### config.mk
export PLATFORM = sky130hd
export DESIGN_NAME = proc_control_unit_flat
export DESIGN_NICKNAME = d
export VERILOG_FILES = /design/src/rtl/proc_control_unit_if.sv /design/src/rtl/proc_control_unit.sv /design/src/flat_wrapper.sv
export SDC_FILE = /design/constraint.sdc
export NUM_CORES = 1
export LEC_CHECK = 0
export BUFFER_PORTS_ARGS = -buffer_cell sky130_fd_sc_hd__buf_4
export CAP_MARGIN = 5
export CORE_ASPECT_RATIO = 0.9
export CORE_MARGIN = 2
export CORE_UTILIZATION = 30
export CTS_CLUSTER_DIAMETER = 40
export CTS_CLUSTER_SIZE = 10
export DETAILED_ROUTE_END_ITERATION = 6
export PLACE_DENSITY = 0.59
export SYNTH_ARGS = -nofsm -noshare
export SYNTH_HDL_FRONTEND = slang
export SYNTH_SLANG_ARGS = --single-unit
### constraint.sdc
create_clock -name MClock -period 4.4 [get_ports MClock]
set_input_delay 0.22 -clock MClock [delete_from_list [all_inputs] [get_ports MClock]]
set_output_delay 0.22 -clock MClock [all_outputs]
set_load 0.01 [all_outputs]
### src/rtl/proc_control_unit_if.sv
// Bus bundle between the control unit and the datapath it steers: Run/DIN come in,
// the IR, step status and all register/ALU/bus-mux enables go out.
interface proc_control_unit_if;
    logic       Run;
    logic [8:0] DIN;
    logic [8:0] IR;
    logic [1:0] Step;
    logic       Halted;
    logic       IRin;
    logic       PCinc;
    logic [7:0] Rin;
    logic [7:0] Rout;
    logic       Ain;
    logic       Gin;
    logic       Gout;
    logic       DINout;
    logic       AddSub;
    logic       Done;

    modport master (
        output Run, DIN,
        input  IR, Step, Halted, IRin, PCinc, Rin, Rout,
        input  Ain, Gin, Gout, DINout, AddSub, Done
    );

    modport slave (
        input  Run, DIN,
        output IR, Step, Halted, IRin, PCinc, Rin, Rout,
        output Ain, Gin, Gout, DINout, AddSub, Done
    );
endinterface

### src/rtl/proc_control_unit.sv
// Multi-cycle control unit of the 9-bit processor: latches the instruction from DIN
// and sequences mv/mvi/add/sub over steps T0..T3, with an optional HALT on bad opcodes.
module proc_control_unit #(
    parameter bit UNDEF_AS_NOP = 1'b1
) (
    input  logic                 MClock,
    input  logic                 Resetn,
    proc_control_unit_if.slave   bus
);

    typedef enum logic [2:0] {
        ST_T0   = 3'd0,
        ST_T1   = 3'd1,
        ST_T2   = 3'd2,
        ST_T3   = 3'd3,
        ST_HALT = 3'd4
    } state_t;

    localparam logic [2:0] OP_MV  = 3'b000;
    localparam logic [2:0] OP_MVI = 3'b001;
    localparam logic [2:0] OP_ADD = 3'b010;
    localparam logic [2:0] OP_SUB = 3'b011;

    state_t     state_q, state_d;
    logic [8:0] ir_q, ir_d;

    logic [2:0] opcode;
    logic [7:0] x_onehot, y_onehot;

    logic [1:0] step;
    logic       halted, irin, pcinc, ain, gin, gout, dinout, addsub, done;
    logic [7:0] rin, rout;

    assign opcode   = ir_q[8:6];
    assign x_onehot = 8'b0000_0001 << ir_q[5:3];
    assign y_onehot = 8'b0000_0001 << ir_q[2:0];

    // Reset wins over everything, including HALT and a Run sampled in T0.
    always_ff @(posedge MClock) begin
        if (!Resetn) begin
            state_q <= ST_T0;
            ir_q    <= 9'h000;
        end else begin
            state_q <= state_d;
            ir_q    <= ir_d;
        end
    end

    always_comb begin
        state_d = state_q;
        ir_d    = ir_q;
        case (state_q)
            ST_T0: begin
                if (bus.Run) begin
                    ir_d    = bus.DIN;
                    state_d = ST_T1;
                end
            end
            ST_T1: begin
                case (opcode)
                    OP_MV, OP_MVI:  state_d = ST_T0;
                    OP_ADD, OP_SUB: state_d = ST_T2;
                    default:        state_d = UNDEF_AS_NOP ? ST_T0 : ST_HALT;
                endcase
            end
            ST_T2:   state_d = ST_T3;
            ST_T3:   state_d = ST_T0;
            ST_HALT: state_d = ST_HALT;
            default: state_d = ST_T0;
        endcase
    end

    always_comb begin
        step   = 2'd0;
        halted = 1'b0;
        irin   = 1'b0;
        pcinc  = 1'b0;
        rin    = 8'h00;
        rout   = 8'h00;
        ain    = 1'b0;
        gin    = 1'b0;
        gout   = 1'b0;
        dinout = 1'b0;
        addsub = 1'b0;
        done   = 1'b0;
        case (state_q)
            ST_T0: begin
                irin  = bus.Run;
                pcinc = bus.Run;
            end
            ST_T1: begin
                step = 2'd1;
                case (opcode)
                    OP_MV: begin
                        rout = y_onehot;
                        rin  = x_onehot;
                        done = 1'b1;
                    end
                    // The extra PCinc skips the immediate word so the next fetch sees an opcode.
                    OP_MVI: begin
                        dinout = 1'b1;
                        rin    = x_onehot;
                        pcinc  = 1'b1;
                        done   = 1'b1;
                    end
                    OP_ADD, OP_SUB: begin
                        rout = x_onehot;
                        ain  = 1'b1;
                    end
                    default: done = UNDEF_AS_NOP;
                endcase
            end
            ST_T2: begin
                step   = 2'd2;
                rout   = y_onehot;
                gin    = 1'b1;
                addsub = ir_q[6];
            end
            ST_T3: begin
                step = 2'd3;
                gout = 1'b1;
                rin  = x_onehot;
                done = 1'b1;
            end
            ST_HALT: halted = 1'b1;
            default: ;
        endcase
    end

    assign bus.IR     = ir_q;
    assign bus.Step   = step;
    assign bus.Halted = halted;
    assign bus.IRin   = irin;
    assign bus.PCinc  = pcinc;
    assign bus.Rin    = rin;
    assign bus.Rout   = rout;
    assign bus.Ain    = ain;
    assign bus.Gin    = gin;
    assign bus.Gout   = gout;
    assign bus.DINout = dinout;
    assign bus.AddSub = addsub;
    assign bus.Done   = done;

endmodule

### src/flat_wrapper.sv
// flat-port wrapper written by rule: the top's interface ports become plain ports
module proc_control_unit_flat 
#(
    parameter bit UNDEF_AS_NOP = 1'b1
)
  (MClock, Resetn, bus_Run, bus_DIN, bus_IR, bus_Step, bus_Halted, bus_IRin, bus_PCinc, bus_Rin, bus_Rout, bus_Ain, bus_Gin, bus_Gout, bus_DINout, bus_AddSub, bus_Done);
  proc_control_unit_if bus_i ();
  input  logic MClock;
  input  logic Resetn;
  input wire logic [$bits(bus_i.Run)-1:0] bus_Run;
  input wire logic [$bits(bus_i.DIN)-1:0] bus_DIN;
  output wire logic [$bits(bus_i.IR)-1:0] bus_IR;
  output wire logic [$bits(bus_i.Step)-1:0] bus_Step;
  output wire logic [$bits(bus_i.Halted)-1:0] bus_Halted;
  output wire logic [$bits(bus_i.IRin)-1:0] bus_IRin;
  output wire logic [$bits(bus_i.PCinc)-1:0] bus_PCinc;
  output wire logic [$bits(bus_i.Rin)-1:0] bus_Rin;
  output wire logic [$bits(bus_i.Rout)-1:0] bus_Rout;
  output wire logic [$bits(bus_i.Ain)-1:0] bus_Ain;
  output wire logic [$bits(bus_i.Gin)-1:0] bus_Gin;
  output wire logic [$bits(bus_i.Gout)-1:0] bus_Gout;
  output wire logic [$bits(bus_i.DINout)-1:0] bus_DINout;
  output wire logic [$bits(bus_i.AddSub)-1:0] bus_AddSub;
  output wire logic [$bits(bus_i.Done)-1:0] bus_Done;
  assign bus_i.Run = bus_Run;
  assign bus_i.DIN = bus_DIN;
  assign bus_IR = bus_i.IR;
  assign bus_Step = bus_i.Step;
  assign bus_Halted = bus_i.Halted;
  assign bus_IRin = bus_i.IRin;
  assign bus_PCinc = bus_i.PCinc;
  assign bus_Rin = bus_i.Rin;
  assign bus_Rout = bus_i.Rout;
  assign bus_Ain = bus_i.Ain;
  assign bus_Gin = bus_i.Gin;
  assign bus_Gout = bus_i.Gout;
  assign bus_DINout = bus_i.DINout;
  assign bus_AddSub = bus_i.AddSub;
  assign bus_Done = bus_i.Done;
  proc_control_unit #(.UNDEF_AS_NOP(UNDEF_AS_NOP)) u_core (.MClock(MClock), .Resetn(Resetn), .bus(bus_i));
endmodule
Yosys cells after proc, flatten, opt, wreduce, memory -nomap -nowiden:

Cells that the tools add are included.

* add/subtract/negate cells: 0
* multiply operators: 0
* div/mod/pow operators: 0
* $lt $le $gt $ge: 0
* equal/unequal tests: 8
* shift-type cells: 2
* mux-type cells: 20
* bitwise gates (word level): 0
* reduce and logical (&&, ||, !) cells: 5

Operators by type and width (number)
* case mux 8 bit (2 select lines): 3
* left shift 1 x 3 -> 8 bit (first input constant): 2
* equality test 3 x 2 -> 1 bit (second input constant): 4
* case mux 3 bit (4 select lines): 1
* two-way mux 1 bit: 10
* two-way mux 8 bit: 1
* equality test 3 x 1 -> 1 bit (second input constant): 2
* logical NOT 3 bit: 2
* case mux 2 bit (3 select lines): 1
* case mux 1 bit (2 select lines): 2
* OR reduction 2 bit: 2
* equality test 3 bit (second input constant): 1
* two-way mux 3 bit: 1
* two-way mux 2 bit: 1
* != test 2 bit (second input constant): 1
* AND reduction 2 bit: 1

* register bits: 12
* bits in latches: 0
* bits in writable memories: 0
* ROM bits: 0
* input bits: 12
* output and inout port bits: 36
* memories kept: 0

Logic depth before layout (Yosys ltp):

Gate-level depths: netlist of the first run.

* depth in word-level cells: 4
* depth in mapped cells: 6
* mapped depth without buffers: 4

Worst setup path before layout of the first run:

No wires, ideal clock.

* kind: flip-flop to output port
* from: register u_core.state_q[1]
* to: output bus_Rout[4]
* data arrival time: 1357 ps
* path slack: 2823 ps
* stages on the path, launching flop included: 5
* path buffers: 1
* cell sequence: dfxtp_1 -> clkbuf_1 -> nor3b_1 -> nand3_1 -> o32ai_1

* word-level cells in the longest chain between the ends: 2
* elaborated cells between the ends (all ways): 3
* classes of those cells: 2 x eq/ne; 1 x mux

Ends and longest elaborated chain
* start: declaration: RTL line proc_control_unit.sv:24 `state_t state_q, state_d;`
* start signal: assignment: RTL line proc_control_unit.sv:44 `state_q <= state_d;`
* equality test 3 x 2 -> 1 bit / equality test 3 x 1 -> 1 bit (equally long branches): RTL line proc_control_unit.sv:86 `case (state_q)`
* case mux 8 bit (2 select lines) *: RTL line proc_control_unit.sv:86
* end: declaration: RTL line flat_wrapper.sv:18 `output wire logic [$bits(bus_i.Rout)-1:0] bus_Rout;`

Every way passes the cells marked *; elsewhere a longest branch is shown, timed or not.

Worst setup path after layout of the first run:

* from: register u_core.state_q[1]
* to: output bus_PCinc

* word-level cells in the longest chain between the ends: 2
* elaborated cells between the ends (all ways): 3
* classes of those cells: 1 x eq/ne; 1 x mux; 1 x reduce/logical

Ends and longest elaborated chain
* equality test 3 x 1 -> 1 bit / logical NOT 3 bit (equally long branches): RTL line proc_control_unit.sv:86
* case mux 1 bit (2 select lines) *: RTL line proc_control_unit.sv:86
* end: declaration: RTL line flat_wrapper.sv:16 `output wire logic [$bits(bus_i.PCinc)-1:0] bus_PCinc;`

Marks and branches as above.

==> impl_metrics.yaml, run 1 <==
status:
  status: "finished with violations"
  violations: "design-rule violations"
yosys:
  yosysSeqAreaShare_pct: 29.6
  yosysTopAreaCellShare_pct: 29.6
  synth_fp_nets: 113
  async_flop_share_pct: 0
  syn_area_um2: 812
  syn_inst: 101
  synth.largest_area_cell: "dfxtp_1"
  synth_common_cells: "12 x dfxtp_1, 12 x nand2_1, 12 x nor2_1"
  synth-seq-cells: 12
  synth-edff-count: 0
  synth-main-ff-cell: "dfxtp_1"
  yosysUniqueCellTypes: 30
  yosys_warnings: 0
  ys_top_cells_by_area: "dfxtp_1 30%, a21boi_2 12%, nand2_2 6.9%, nand2_1 5.5%, nor2_1 5.5%"
  syn_area_per_cell_um2: 8.04
clock_network:
  clk_pin_slew_ns: 0.07
  cts_buffers: 3
  htreeDepth: 1
  cts_tree: "built"
  cts_setup_buffers: 0
  clkSinkCount: 12
  clock-root-buffer: "clkbuf_4"
  ctsResizeCount: 0
  cts_buffer_depth: 2
  clk_latency_ns: 0.26
  holdBufCountCts: 0
global_route:
  grt_pass1_wl_mm: 3.62
  grt_overflow_total: 0
  first_global_vias: 777
  grt_antenna_before_repair: 0
  grt_max_degree: 13
  grt_usage_pct: 15.1
power_and_ir_drop:
  peakVddDrop_mv: 0.146
  pwr_density_cell_nw_per_um2: 217
  power.share.switching_pct: 29.2
  p_int_w: 0.000181
  switchingPower_w: 0.0000745
  finalPower_w: 0.000255
  clock_power_share_pct: 24.6
  seqPwrFrac_pct: 48.8
  p_comb_share_pct: 26.6
  leakage_nw: 0.519
placed_design:
  dp.cells: 170
  pre_cts_ws_ns: 2.62
  hpwlAfterDp_mm: 1.88
  gp_congestion: 0.756
  portBuffers: 47
cells_and_area:
  seq_area_um2: 240
  nFillCells: 255
  nNetsFinal: 159
  postLayoutCoreUtil_pct: 46.9
  multiInputGateArea_um2: 513
  diodes: 0
  syn2layout_area_growth_pct: 44.8
  stdcell_count: 173
  drive_gt1_share_pct: 47.6
detailed_routing:
  drtIter0Drc: 27
  drc: 2
  vias: 876
  drt-pass1-iter-count: 6
  viasPerCell: 5.06
  ant_nets: 0
  wire_per_inst_um: 13.2
  wl_mm: 2.28
timing:
  fin_tns_setup_ns: 0
  worst_slew_pin_slew_ns: 0.497
  period_share_pct: 47.0
  drv_slew: 0
  finalClockSkew_ns: 0.00299
  max-slew-margin-rel_pct: 66.8
  finalCriticalPeriod_ns: 2.07
  hold_violations: 0
  rsz0062_at_grt: "no"
  setup_violations: 0
  fmax_ghz: 0.484
  setup_slack_ns: 2.33
floorplan:
  core_um2: 2510
  die_w_um: 58.8
  start_util_pct: 32.4
  die_h_um: 53.4
  rows: 17
  io_pins: 48
  die_area_um2: 3140
critical_path:
  crit_type: "flip-flop to primary output"
  critPathMaxFanout: 11
  critPathArrivalTime_ns: 1.85
  crit_path_end_kind: "primary output"
  critical_path_required_ns: 4.18
  cp-start-kind: "flip-flop"
flow_run:
  drv_cap: 0
worst_hold_path:
  hp-class: "primary input to flip-flop"
==> per-stage QoR <==
stage	area, um2	hold slack (ns)
after floorplan	812	0.347
after global placement	1150	0.473
after detailed placement	1150	0.473
after CTS	1180	0.195
after global routing	1180	0.199
final	1180	0.199
==> power groups by stage <==
stage	clock, W	sequential [W]	combinational, W
2_1_floorplan	0	0.000126	0.0000412
3_5_place_dp	0	0.000127	0.0000686
5_1_grt	0.0000700	0.000126	0.0000744
6_report	0.0000627	0.000124	0.0000679
3_3_place_gp	0	0.000127	0.0000683
4_1_cts	0.0000652	0.000124	0.0000688
==> cell usage in the layout, fill, tap and decap left out <==
cell,count
nand3b_1,3
dfxtp_1,12
and2_1,2
or4b_1,1
and3b_1,1
or2_1,1
buf_4,47
o32ai_1,2
nor3b_1,2
o22ai_1,6
nand3_1,2
or3b_1,1
clkbuf_4,3
nand2_1,12
a21boi_2,9
inv_6,1
nand2_2,9
nand2b_1,4
or3_1,1
o21bai_1,1
a2bb2oi_1,1
a31oi_1,1
inv_1,1
nor3_1,4
nor2b_1,3
a21oi_1,1
nor4b_1,1
and4b_1,1
nor2_1,12
==> worst paths after layout <==
path / start / end / slack (ns) / cells past startpoint
setup / recovery: u_core.state_q[1]$_SDFFE_PN0P_ / bus_PCinc / 2.33 / 4
hold / removal: bus_DIN[0] / u_core.bus.IR[0]$_SDFFE_PN0P_ / 0.20 / 3
setup reg to reg: u_core.state_q[1]$_SDFFE_PN0P_ / u_core.bus.IR[7]$_SDFFE_PN0P_ / 2.79 / 4
hold reg to reg: u_core.bus.IR[5]$_SDFFE_PN0P_ / u_core.bus.IR[5]$_SDFFE_PN0P_ / 0.53 / 2
==> cell type report <==
class                      count  area share [%]
sequential                    12            20.4
clock buffer                   3            1.91
tap                           28            2.98
timing repair buffer          47            30.0
multi-input combinational     81            43.6
inverter                       2            1.06
==> registers in the layout, indices dropped and copies added (netlist names) <==
register	count
u_core.bus.IR	9
u_core.state_q	3
==> cell families (layout without fill, tap and decap cells) <==
family,Yosys count,after routing,synth area share [%]
AO/OA/AOI/OAI,21,21,22.7
buffers and inverters,8,52,7.24
flip-flops,12,12,29.6
AND/OR/NAND/NOR,60,60,40.5
==> critical path: stages (launching register included) <==
cell	delay (ns)
dfxtp_1	0.40
or4b_1	0.75
inv_6	0.21
or2_1	0.12
buf_4	0.11
==> metal layers <==
metal | vias up | GRT usage [%] | routed length (um) | part of all wire [%]
met5 | - | 0 | 0 | 0
met4 | 0 | 4.55 | 17 | 0.75
met3 | 6 | 2.20 | 171 | 7.5
met2 | 38 | 24.6 | 1070 | 47
met1 | 390 | 20.5 | 1010 | 45
li1 | 442 | - | - | -
Power figures use the tool's default switching activity.
==> inputs of run 2 (changes only) <==
Settings changed: ABC_AREA set to 1, PLACE_DENSITY 0.59 to 0.61.
Clock period 4.4 ns to 1.9 ns, I/O delays scaled along.
==> run 2 against run 1 <==
Net effect: the flow now finishes without violations; setup slack lost 2.0 ns; synthesized cell count grew 47%; sequential power grew 140%; clock skew grew 0.0017 ns; critical path type unchanged; largest cell class unchanged; highest routed layer unchanged.
==> impl_metrics.yaml, run 2 <==
clock_network:
  holdBufCountCts: 0
  ctsResizeCount: 0
  clock-root-buffer: "clkbuf_4"
  htreeDepth: 1
  cts_tree: "built"
  cts_setup_buffers: 0
  clk_latency_ns: 0.26
  clkSinkCount: 12
  cts_buffer_depth: 2
  clk_pin_slew_ns: 0.07
  cts_buffers: 3
power_and_ir_drop:
  peakVddDrop_mv: 0.265
  p_int_w: 0.000438
  clock_power_share_pct: 22.2
  p_comb_share_pct: 32.2
  pwr_density_cell_nw_per_um2: 528
  power.share.switching_pct: 33.3
  leakage_nw: 0.676
  switchingPower_w: 0.000219
  finalPower_w: 0.000657
  seqPwrFrac_pct: 45.5
cells_and_area:
  nNetsFinal: 210
  drive_gt1_share_pct: 31.1
  nFillCells: 307
  final_cell_mix: "48 x buf_4, 47 x nand2_1, 32 x nor2_1"
  diodes: 0
  largest_reg_flops: 9
  mostFrequentLayoutCell: "buf_4"
  postLayoutCoreUtil_pct: 46.0
  syn2layout_area_growth_pct: 48.7
timing:
  fmax_ghz: 0.622
  finalCriticalPeriod_ns: 1.61
  max-slew-margin-rel_pct: 78.7
  setup_slack_ns: 0.291
  drv_slew: 0
  setup_violations: 0
  period_share_pct: 84.7
  finalClockSkew_ns: 0.00471
  fin_tns_setup_ns: 0
  rsz0062_at_grt: "no"
  hold_violations: 0
  worst_slew_pin_slew_ns: 0.318
placed_design:
  portBuffers: 47
  gp_congestion: 0.812
  pre_cts_ws_ns: 0.567
  hpwlAfterDp_mm: 2.03
floorplan:
  rows: 18
  die_w_um: 59.6
  die_h_um: 54.1
  core_um2: 2700
  start_util_pct: 30.9
  die_area_um2: 3220
  io_pins: 48
critical_path:
  critical_path_required_ns: 1.80
  crit_end: "bus_Rout[4]"
  cp-start-kind: "flip-flop"
  critPathArrivalTime_ns: 1.51
  critPathMaxFanout: 7
  crit_type: "flip-flop to primary output"
  crit_path_end_kind: "primary output"
  rr_startpoint: "u_core.state_q[0]$_SDFFE_PN0P_"
  crit_path_start: "u_core.state_q[0]$_SDFFE_PN0P_"
  r2r_cells: 6
  r2r_slack_ns: 0.59
  reg2reg_to: "u_core.bus.IR[6]$_SDFFE_PN0P_"
yosys:
  synth-seq-cells: 12
  synth_compound_area_share_pct: 7.78
  async_flop_share_pct: 0
  synthAdderAreaFrac_pct: 0
  synth.largest_area_cell: "dfxtp_1"
  synth_top_family_by_area: "simple AND/OR/NAND/NOR gates"
  yosysSeqAreaShare_pct: 28.7
  syn_area_um2: 836
  synth-main-ff-cell: "dfxtp_1"
  yosysUniqueCellTypes: 19
  syn_area_per_cell_um2: 5.65
  ys_top_cells_by_area: "dfxtp_1 29%, nand2_1 21%, nor2_1 14%, nor3_1 7.8%, inv_1 7.6%"
  yosys_warnings: 0
  yosysTopAreaCellShare_pct: 28.7
  synth_common_cells: "47 x nand2_1, 32 x nor2_1, 17 x inv_1"
  synthMuxAreaShare_pct: 0
  syn_inst: 148
  synthMostInstantiatedCell: "nand2_1"
  synth_fp_nets: 160
  synth-edff-count: 0
  synthSimpleGateAreaFrac_pct: 53.3
  synthXorXnorAreaFrac_pct: 0
detailed_routing:
  viasPerCell: 4.60
  wire_per_inst_um: 10.8
  ant_nets: 0
  drtIter0Drc: 52
  wl_mm: 2.43
  drt-pass1-iter-count: 4
  drc: 0
  vias: 1039
global_route:
  grt_max_degree: 13
  first_global_vias: 876
  grt_pass1_wl_mm: 3.84
  grt_usage_pct: 15.5
  grt_antenna_before_repair: 0
  grt_overflow_total: 0
flow_run:
  drv_cap: 0
worst_hold_path:
  hp-class: "primary input to flip-flop"
status:
  status: "complete, no violations"
==> run 2: changes by cell type after synthesis, moves of 3 or more <==
| cell | before | now |
|---|---|---|
| nor2_1 | 12 | 32 |
| nand2_2 | 9 | 3 |
| nand2b_1 | 4 | 0 |
| a21boi_2 | 9 | 0 |
| nand3b_1 | 3 | 0 |
| o22ai_1 | 6 | 0 |
| nor2b_1 | 3 | 0 |
| a21boi_1 | 0 | 6 |
| inv_1 | 1 | 17 |
| nor3_1 | 4 | 13 |
| clkbuf_1 | 4 | 1 |
| nand2_1 | 12 | 47 |
==> run 2: cells by family (layout without fill, tap and decap cells) <==
logic type,count (synthesis),after routing
buffers and inverters,22,70
and+or+nand+nor,104,104
AOI/OAI and AO/OA,10,10
DFF,12,12
==> run 2: per-layer routing <==
layer	part of all wire (%)	wire, um	vias up	GRT usage [%]
li1	-	-	558	-
met1	47	1130	450	20.7
met2	46	1120	29	24.5
met3	6.5	159	2	3.13
met4	0.66	16	0	6.30
met5	0	0	-	0
==> run 2: worst max-delay path, stage by stage (launching register included) <==
cell,delay [ns]
dfxtp_1,0.47
nand2_1,0.10
nor2_2,0.18
nand2_1,0.11
nand2_2,0.15
nand2_1,0.07
nand2_1,0.06
buf_4,0.11
==> run 2: metrics by stage <==
step,area [um2],hold WS (ns),std cells
after CTS,1240,0.0461,226
after global placement,1220,0.324,223
after floorplan,836,0.230,148
final,1240,0.0497,226
after detailed placement,1220,0.325,223
after global routing,1240,0.0482,226
==> run 2: power by group through the flow <==
stage	clock network, W	logic, W	registers, W
global placement	0	0.000210	0.000303
CTS	0.000154	0.000214	0.000299
detailed placement	0	0.000212	0.000305
finish	0.000146	0.000212	0.000299
global route	0.000161	0.000240	0.000302
floorplan	0	0.000114	0.000307
==> run 2: final cells by class <==
cell class | instances | area (um2) | area share [%]
inverter | 19 | 71.3 | 5.74
timing repair buffer | 48 | 360 | 29.0
multi-input combinational | 114 | 510 | 41.1
tap | 30 | 37.5 | 3.02
clock buffer | 3 | 22.5 | 1.81
sequential | 12 | 240 | 19.3
==> run 2: worst min-delay path by stage <==
stage / depth (start not counted) / to / start
detailed placement: 3 / u_core.bus.IR[0]$_SDFFE_PN0P_ / bus_DIN[0]
floorplan: 2 / u_core.bus.IR[0]$_SDFFE_PN0P_ / bus_DIN[0]
finish: 3 / u_core.bus.IR[0]$_SDFFE_PN0P_ / bus_DIN[0]
global route: 3 / u_core.bus.IR[0]$_SDFFE_PN0P_ / bus_DIN[0]
global placement: 3 / u_core.bus.IR[4]$_SDFFE_PN0P_ / bus_DIN[4]
CTS: 3 / u_core.bus.IR[0]$_SDFFE_PN0P_ / bus_DIN[0]
==> inputs of run 3 (changes only) <==
Clock period 1.9 ns to 1.45 ns, I/O delays scaled along.
==> run 3 against run 2 <==
Net effect: non-clock buffer count up 5; cell count up 3.1%; die area unchanged; clock skew down 0.0043 ns; first-iteration DRC count up 5.8%; cell area up 19%; critical path depth unchanged; total power up 51%; global-route usage up 0.70 points; clock-buffer cell count up 1; combinational power up 57%.
==> impl_metrics.yaml, run 3 (synthesis gave the netlist of run 2 again) <==
power_and_ir_drop:
  finalPower_w: 0.000991
  pwr_density_cell_nw_per_um2: 672
  peakVddDrop_mv: 0.504
  leakage_nw: 0.758
global_route:
  grt_max_degree: 21
  grt_usage_pct: 16.2
  first_global_vias: 895
  grt_pass1_wl_mm: 3.89
  grt_overflow_total: 0
  grt_antenna_before_repair: 0
detailed_routing:
  viasPerCell: 4.66
  wire_per_inst_um: 11.6
  ant_nets: 0
  vias: 1086
  drtIter0Drc: 55
  drt-pass1-iter-count: 4
  wl_mm: 2.71
  drc: 0
clock_network:
  clkSinkCount: 12
  cts_tree: "built"
  clk_pin_slew_ns: 0.07
  cts_buffer_depth: 2
  clk_latency_ns: 0.26
  htreeDepth: 1
  cts_buffers: 3
  clock-root-buffer: "clkbuf_4"
timing:
  fmax_ghz: 0.705
  setup_violations: 0
  fin_tns_setup_ns: 0
  hold_violations: 0
  timing.hold.ws_ns: 0.0246
  drv_slew: 0
  rsz0062_at_grt: "yes"
  finalClockSkew_ns: 0.000361
  period_share_pct: 97.8
  worst_slew_pin_slew_ns: 0.284
  max-slew-margin-rel_pct: 80.9
  finalCriticalPeriod_ns: 1.42
cells_and_area:
  drive_gt1_share_pct: 49.3
  stdcell_count: 233
  nFillCells: 266
  final_cell_mix: "48 x buf_4, 44 x nand2_1, 29 x nor2_1"
  mostFrequentLayoutCell: "buf_4"
  nNetsFinal: 216
  largest_reg_flops: 9
  syn2layout_area_growth_pct: 76.5
  diodes: 0
critical_path:
  rr_startpoint: "u_core.state_q[0]$_SDFFE_PN0P_"
  crit_end: "bus_Rout[6]"
  crit_path_end_kind: "primary output"
  crit_type: "flip-flop to primary output"
  cp-start-kind: "flip-flop"
  critical_path_required_ns: 1.38
  crit_path_start: "u_core.state_q[0]$_SDFFE_PN0P_"
  r2r_cells: 5
  r2r_slack_ns: 0.41
  critPathArrivalTime_ns: 1.35
  critPathMaxFanout: 7
  reg2reg_to: "u_core.bus.IR[5]$_SDFFE_PN0P_"
floorplan:
  core_um2: 2700
  die_w_um: 59.6
  rows: 18
  start_util_pct: 30.9
  io_pins: 48
  die_h_um: 54.1
  die_area_um2: 3220
placed_design:
  gp_congestion: 0.775
  hpwlAfterDp_mm: 1.98
  portBuffers: 47
  dp.cells: 224
flow_run:
  drv_cap: 0
worst_hold_path:
  hp-class: "primary input to flip-flop"
  holdPathStages: 3
status:
  status: "complete, no violations"
==> run 3: cell types whose count changed in the layout (fill, tap and decap cells not counted), moves of 5 or more <==
cell / before / now
dfxtp_1: 12 / 1
nor2_4: 1 / 6
buf_6: 0 / 5
dfxtp_2: 0 / 7
nor3_1: 13 / 8
==> run 3: per-layer routing <==
metal,GRT usage [%],share of wire (%)
met5,0,0
met4,7.41,0.59
met3,1.92,4.3
met2,27.5,48
met1,20.7,47
==> run 3: worst max-delay path, stage by stage, from the launching register on <==
cell,delay [ns]
dfxtp_4,0.43
nand2_4,0.07
nor2_4,0.14
nand2_2,0.08
nand2_4,0.09
nand2_1,0.06
nand2_1,0.09
buf_6,0.11
==> run 3: layout make-up <==
| class | count | area (um2) | share of cell area, % |
|---|---|---|---|
| multi-input combinational | 115 | 639 | 43.3 |
| timing repair buffer | 53 | 417 | 28.2 |
| sequential | 12 | 264 | 17.9 |
| inverter | 19 | 81.3 | 5.51 |
| tap | 30 | 37.5 | 2.54 |
| clock buffer | 4 | 36.3 | 2.46 |
==> run 3: worst min-delay path by stage <==
| stage | slack, ns | startpoint | to |
|---|---|---|---|
| 2_1_floorplan | 0.21 | bus_DIN[0] | u_core.bus.IR[0]$_SDFFE_PN0P_ |
| 3_3_place_gp | 0.29 | bus_DIN[0] | u_core.bus.IR[0]$_SDFFE_PN0P_ |
| 3_5_place_dp | 0.30 | bus_DIN[7] | u_core.bus.IR[7]$_SDFFE_PN0P_ |
| 4_1_cts | 0.02 | bus_DIN[2] | u_core.bus.IR[2]$_SDFFE_PN0P_ |
| 5_1_grt | 0.03 | bus_DIN[0] | u_core.bus.IR[0]$_SDFFE_PN0P_ |
| 6_report | 0.02 | bus_DIN[0] | u_core.bus.IR[0]$_SDFFE_PN0P_ |
==> run 3: repair_timing <==
action | 4_1_cts | 5_1_grt
hold buffers | 0 | 0
resized for setup | 18 | 38
pin swaps | 3 | 6
setup endpoints to repair | 18 | 16
gates cloned | 1 | 0
buffers inserted | 4 | 0
==> run 3: report_power, final <==
| group | switching, W | internal, W | total (W) |
|---|---|---|---|
| clock | 0.000105 | 0.000152 | 0.000257 |
| sequential | 0.0000471 | 0.000356 | 0.000403 |
| combinational | 0.000183 | 0.000149 | 0.000332 |
| total | 0.000334 | 0.000657 | 0.000991 |
==> run 3: through the flow <==
stage                     instance area (um2)  utilization [%]  setup WS, ns
after CTS                                1350             49.9       0.00909
after floorplan                           836                -         0.305
after global routing                     1480             54.6       -0.0549
after global placement                   1230             45.4         0.227
after detailed placement                 1230             45.4         0.174
final                                    1480             54.6        0.0316
